### config.mk
export PLATFORM = sky130hd
export DESIGN_NAME = axi_default_slave_wr
export DESIGN_NICKNAME = d
export VERILOG_FILES = /design/src/rtl/axi_default_slave_wr.sv
export SDC_FILE = /design/constraint.sdc
export NUM_CORES = 1
export LEC_CHECK = 0
export CORE_UTILIZATION = 41
export CTS_BUF_LIST = sky130_fd_sc_hd__clkbuf_4
export DETAILED_ROUTE_END_ITERATION = 12
export HOLD_SLACK_MARGIN = 0.03
export PLACE_DENSITY = 0.77
export SKIP_LAST_GASP = 1
export SLEW_MARGIN = 20
export SYNTH_ARGS = -nofsm -noshare
export SYNTH_HDL_FRONTEND = slang
export SYNTH_SLANG_ARGS = --single-unit
### constraint.sdc
create_clock -name i_aclk -period 1.87 [get_ports i_aclk]
set_clock_uncertainty 0.2 [all_clocks]
set_input_delay 0.187 -clock i_aclk [delete_from_list [all_inputs] [get_ports i_aclk]]
set_output_delay 0.187 -clock i_aclk [all_outputs]
set_load 0.005 [all_outputs]
### src/rtl/axi_default_slave_wr.sv
// Default AXI write slave for unmapped addresses: accepts AW, drains the W burst,
// answers with a single DECERR response and counts completed error responses.
module axi_default_slave_wr #(
  parameter int IDW   = 8,
  parameter int LENW  = 4,
  parameter int DATAW = 32,
  parameter int CNTW  = 16
) (
  input  logic               i_aclk,
  input  logic               i_aresetn,
  input  logic [IDW-1:0]     i_awid,
  input  logic [LENW-1:0]    i_awlen,
  input  logic               i_awvalid,
  output logic               o_awready,
  input  logic [DATAW-1:0]   i_wdata,
  input  logic [DATAW/8-1:0] i_wstrb,
  input  logic               i_wlast,
  input  logic               i_wvalid,
  output logic               o_wready,
  output logic [IDW-1:0]     o_bid,
  output logic [1:0]         o_bresp,
  output logic               o_bvalid,
  input  logic               i_bready,
  output logic [CNTW-1:0]    o_decerr_cnt
);

  // state | meaning
  // IDLE  | waiting for an AW handshake
  // DRAIN | swallowing W beats until WLAST or len+1 beats
  // RESP  | holding the DECERR B response until BREADY
  localparam logic [1:0] S_IDLE  = 2'd0;
  localparam logic [1:0] S_DRAIN = 2'd1;
  localparam logic [1:0] S_RESP  = 2'd2;

  localparam logic [1:0]    RESP_OKAY   = 2'b00;
  localparam logic [1:0]    RESP_DECERR = 2'b11;
  localparam logic [LENW:0] BEAT_ONE    = {{LENW{1'b0}}, 1'b1};
  localparam logic [CNTW-1:0] CNT_ONE   = {{(CNTW-1){1'b0}}, 1'b1};

  logic [1:0]      r_state;
  logic [IDW-1:0]  r_id;
  logic [LENW-1:0] r_len;
  logic [LENW:0]   r_beat;
  logic [CNTW-1:0] r_cnt;

  logic w_aw_hs;
  logic w_w_hs;
  logic w_b_hs;
  logic w_last_beat;
  logic w_unused_wr_payload;

  // Write data is discarded; reduce it so it is visibly consumed.
  assign w_unused_wr_payload = ^{i_wdata, i_wstrb};

  assign o_awready = (r_state == S_IDLE);
  assign o_wready  = (r_state == S_DRAIN);
  assign o_bvalid  = (r_state == S_RESP);
  assign o_bid     = r_id;
  assign o_bresp   = (r_state == S_RESP) ? RESP_DECERR : RESP_OKAY;
  assign o_decerr_cnt = r_cnt;

  assign w_aw_hs     = o_awready & i_awvalid;
  assign w_w_hs      = o_wready & i_wvalid;
  assign w_b_hs      = o_bvalid & i_bready;
  assign w_last_beat = (r_beat == {1'b0, r_len});

  always_ff @(posedge i_aclk) begin
    if (!i_aresetn) begin
      r_state <= S_IDLE;
      r_id    <= '0;
      r_len   <= '0;
      r_beat  <= '0;
      r_cnt   <= '0;
    end else begin
      case (r_state)
        S_IDLE: begin
          if (w_aw_hs) begin
            r_id    <= i_awid;
            r_len   <= i_awlen;
            r_beat  <= '0;
            r_state <= S_DRAIN;
          end
        end
        S_DRAIN: begin
          if (w_w_hs) begin
            r_beat <= r_beat + BEAT_ONE;
            // Whichever comes first ends the burst: WLAST or the beat count implied by AWLEN.
            if (i_wlast || w_last_beat) begin
              r_state <= S_RESP;
            end
          end
        end
        S_RESP: begin
          if (w_b_hs) begin
            r_state <= S_IDLE;
            if (r_cnt != '1) begin
              r_cnt <= r_cnt + CNT_ONE;
            end
          end
        end
        default: r_state <= S_IDLE;
      endcase
    end
  end

endmodule

==> metrics.md <==
| Metric | Value |
|---|---|
| Clk pin slew, worst setup/hold paths | roughly 110 ps |
| R2r setup slk | 120 ps |
| Worst hold slack | around 180 ps |
| Via count | about 1600 |
| Initial DRC count | around 110 |
| Worst setup margin | between 100 and 150 ps |
| Die height | approximately 66 um |
| Placement row count | 22 |
| Fraction of layout cells with a size suffix above 1 | 15.6% |
| Async set-reset flop share out of synthesis | 0% |
| Worst Max-Slew Pin Slew | ~450 ps |
| Final wirelength | around 4.0 mm |
| Worst r2r src | o_decerr_cnt[5] |
| Fin util | 62.1% |
| Post-synth cell types | 49 |
| Final period util | a little over nine tenths |
| Fraction of synthesized area in multiplexers | 2.38% |
| DR WL/cell | 12.7 um |
| HPWL Detailed | ~2.9 mm |
| Placed cells | between 300 and 400 |
| Status | complete, no violations |
| Synth Area in Simple Gates | 29.5% |
| Ports | 83 |
| TritonRoute pass-1 iters | 4 |
| Starting Density | around 44% |
| Internal | 0.00106 W |
| Vias in the first global route | between 1000 and 1500 |
| Worst hold start | i_awlen[2] |
| Layout area overhead | 40.3% |
| CP arrival | 1820 ps |
| RSZ-0062 raised after global routing | no |
| Finished Layout Cells | approximately 310 |
| Clk buf depth | 2 |
| CTS buffer count | 5 |
| Post-synth top flop | dfxtp_1 |
| Nets@finish | around 320 |
| Setup TNS | 0 ps |
| Highest clock rate | between 500 and 600 MHz |
| Adder-cell share of the synthesized area | under 10% |
| Die area | about 4400 um^2 |
| Avg Vias per Cell | roughly 5.2 |
| Logic pwr share | between 10% and 20% |
| Synthesized area | 1680 um^2 |
| Count leader, synth | nand2_1 |
| Synth Instances | 200 |
| Input/output buffers | between 40 and 50 |
| CP Max Fanout | 5 |
| Final slew viol count | 0 |
| CTS Root Cell | clkbuf_4 |
| WS Path Type | reg2reg |
| Crit path time final | 1750 ps |
| Startpoint class of the critical path | register |
| Leading post-synthesis cells by cell area | dfxtp_1, nand2_1, a21oi_1 |
| CTS tree | built |
| Hold buffer count at cts | 0 |
| FF-to-FF End | o_decerr_cnt[13] |
| GP Congestion | ~0.80 |
| GR Overflow Total | 0 |
| ANT cells | 0 |
| # H-tree levels | 2 |
| Compound-Gate Fraction of Synth Area | a little under a fifth |
| # setup viols final | 0 |
| Core area | 3800 um^2 |
| Largest family of logic cells by synthesized area | simple AND/OR/NAND/NOR gates |
| Sequential area share after synthesis | approximately two fifths |
| Most frequent cells after synthesis | nand2_1, dfxtp_1, a21oi_1, nor2_1, nand3_1 |
| Maximum vdd drop | 0.000423 V |
| Final Hold Fails | 0 |
| CP Capture Type | register |
| Max-Cap Viols | 0 |
| FF+latch count, synth | 35 |
| Switching Share | between 20% and 30% |
| Num Clock Sinks | 35 |
| Psw | approximately 0.00038 W |
| Reg power frac | between 50% and 60% |
| Global-route wire length before repair | around 6.6 mm |
| Mapped Avg Cell Area | 8.40 um^2 |
| Worst Hold Path EP | r_len[2] |
| Total routing usage reported by global routing | approximately 20% |
| R2r worst-path depth | 4 |
| Final ANT Viol Nets | 0 |
| Rel. slew slack | 69.7% |
| Warning count from the yosys run | 0 |
| # DRC | 0 |
| Lkg Pwr | approximately 0.9 nW |
| Post-synth top area cell | dfxtp_1 |
| Net Count, Synth | 256 |
| FILL cells | 340 |
| Top cell type's share of synthesized area | 41.7% |
| Pin count of the biggest net entering global routing | 19 |
| Part of the power in the clock network | 29.0% |
| Hold Crit Class | in2reg |
| Clock Latency Late Sink | 330 ps |
| Die W | around 66 um |
| XOR/XNOR Fraction of Synth Area | 3.65% |
| Initial antenna violation count | 0 |
| Worst EP required | a little under 2000 ps |
| Setup WS pre-CTS | -123 ps |
| Post-synth EDFFs | 0 |
| Power Dens Cells | just over 600 nW/um^2 |
| Hold Crit Depth | 3 |
power by group through the flow:
stage	sequential [W]	clock (W)	combinational (W)
global route	0.000795	0.000461	0.000257
finish	0.000791	0.000416	0.000229
global placement	0.000805	0	0.000233
detailed placement	0.000807	0	0.000237
CTS	0.000790	0.000430	0.000235
floorplan	0.000811	0	0.000107
area by class of cell:
class                      instances  area [um^2]  area share, %
multi-input combinational        153          928           39.4
sequential                        35          703           29.8
timing repair buffer              65          601           25.5
tap                               48         60.1           2.55
clock buffer                       6         45.0           1.91
clock inverter                     2         12.5          0.531
inverter                           2         7.51          0.318
flip-flops by register name (all words and copies together) (netlist names):
register / flops
o_decerr_cnt: 16
r_beat: 5
r_len: 4
r_state: 2
o_bid: 8
worst max path at each step:
stage	slack [ps]	startpoint	cells after the start	to
detailed placement	-120	i_bready	5	o_decerr_cnt[13]
CTS	20	r_state[1]	3	o_awready
global route	10	o_decerr_cnt[6]	4	o_decerr_cnt[13]
global placement	-130	i_bready	5	o_decerr_cnt[13]
finish	120	o_decerr_cnt[5]	4	o_decerr_cnt[13]
floorplan	140	o_decerr_cnt[3]	5	o_decerr_cnt[13]
layout by cell type, fill, tap and decap left out, types with 3 or more instances in the layout:
cell type,n
clkdlybuf4s50_1,41
a21oi_1,18
clkbuf_4,6
buf_4,19
nand2_1,38
or4_1,3
nor2_1,13
xor2_1,4
dfxtp_1,33
a31oi_1,5
nand2b_1,3
nand4_1,3
xnor2_1,3
dlygate4sd2_1,4
nand3_1,8
o21ai_0,6
mux2i_1,4
o31ai_1,5
critical path, cell delays in order (launching register included):
cell     delay, ps
dfxtp_1        380
and3_1         300
nand4_4        160
or4_1          510
a21oi_1        140
routing by layer:
layer	GRT usage (%)	vias up	wire length (um)
li1	-	851	-
met4	8.78	0	42
met3	4.14	4	142
met1	27.4	735	1990
met2	30.7	30	1790
met5	0	-	0
per-stage QoR:
| stage | power (W) | cell area, um^2 |
|---|---|---|
| 6_report | 0.00144 | 2360 |
| 5_1_grt | 0.00151 | 2360 |
| 4_1_cts | 0.00146 | 2350 |
| 3_5_place_dp | 0.00104 | 2290 |
| 3_3_place_gp | 0.00104 | 2290 |
| 2_1_floorplan | 0.000918 | 1680 |
cell families (layout without fill, tap and decap cells):
kind of cell             Yosys count  count (layout)
buffers and inverters             12              75
flip-flops                        35              35
adder cells (fa/ha/maj)            2               2
AO/OA/AOI/OAI                     48              48
multiplexers                       4               4
AND/OR/NAND/NOR                   92              92
XOR/XNOR                           7               7
what timing repair did:
action                                  in CTS  in global routing
buffers inserted                             1                  0
gates resized for setup                      5                  3
endpoints found under the hold margin        0                  0
endpoints found under the setup margin       4                  9
No activity file was read; power rests on OpenSTA's default activity.
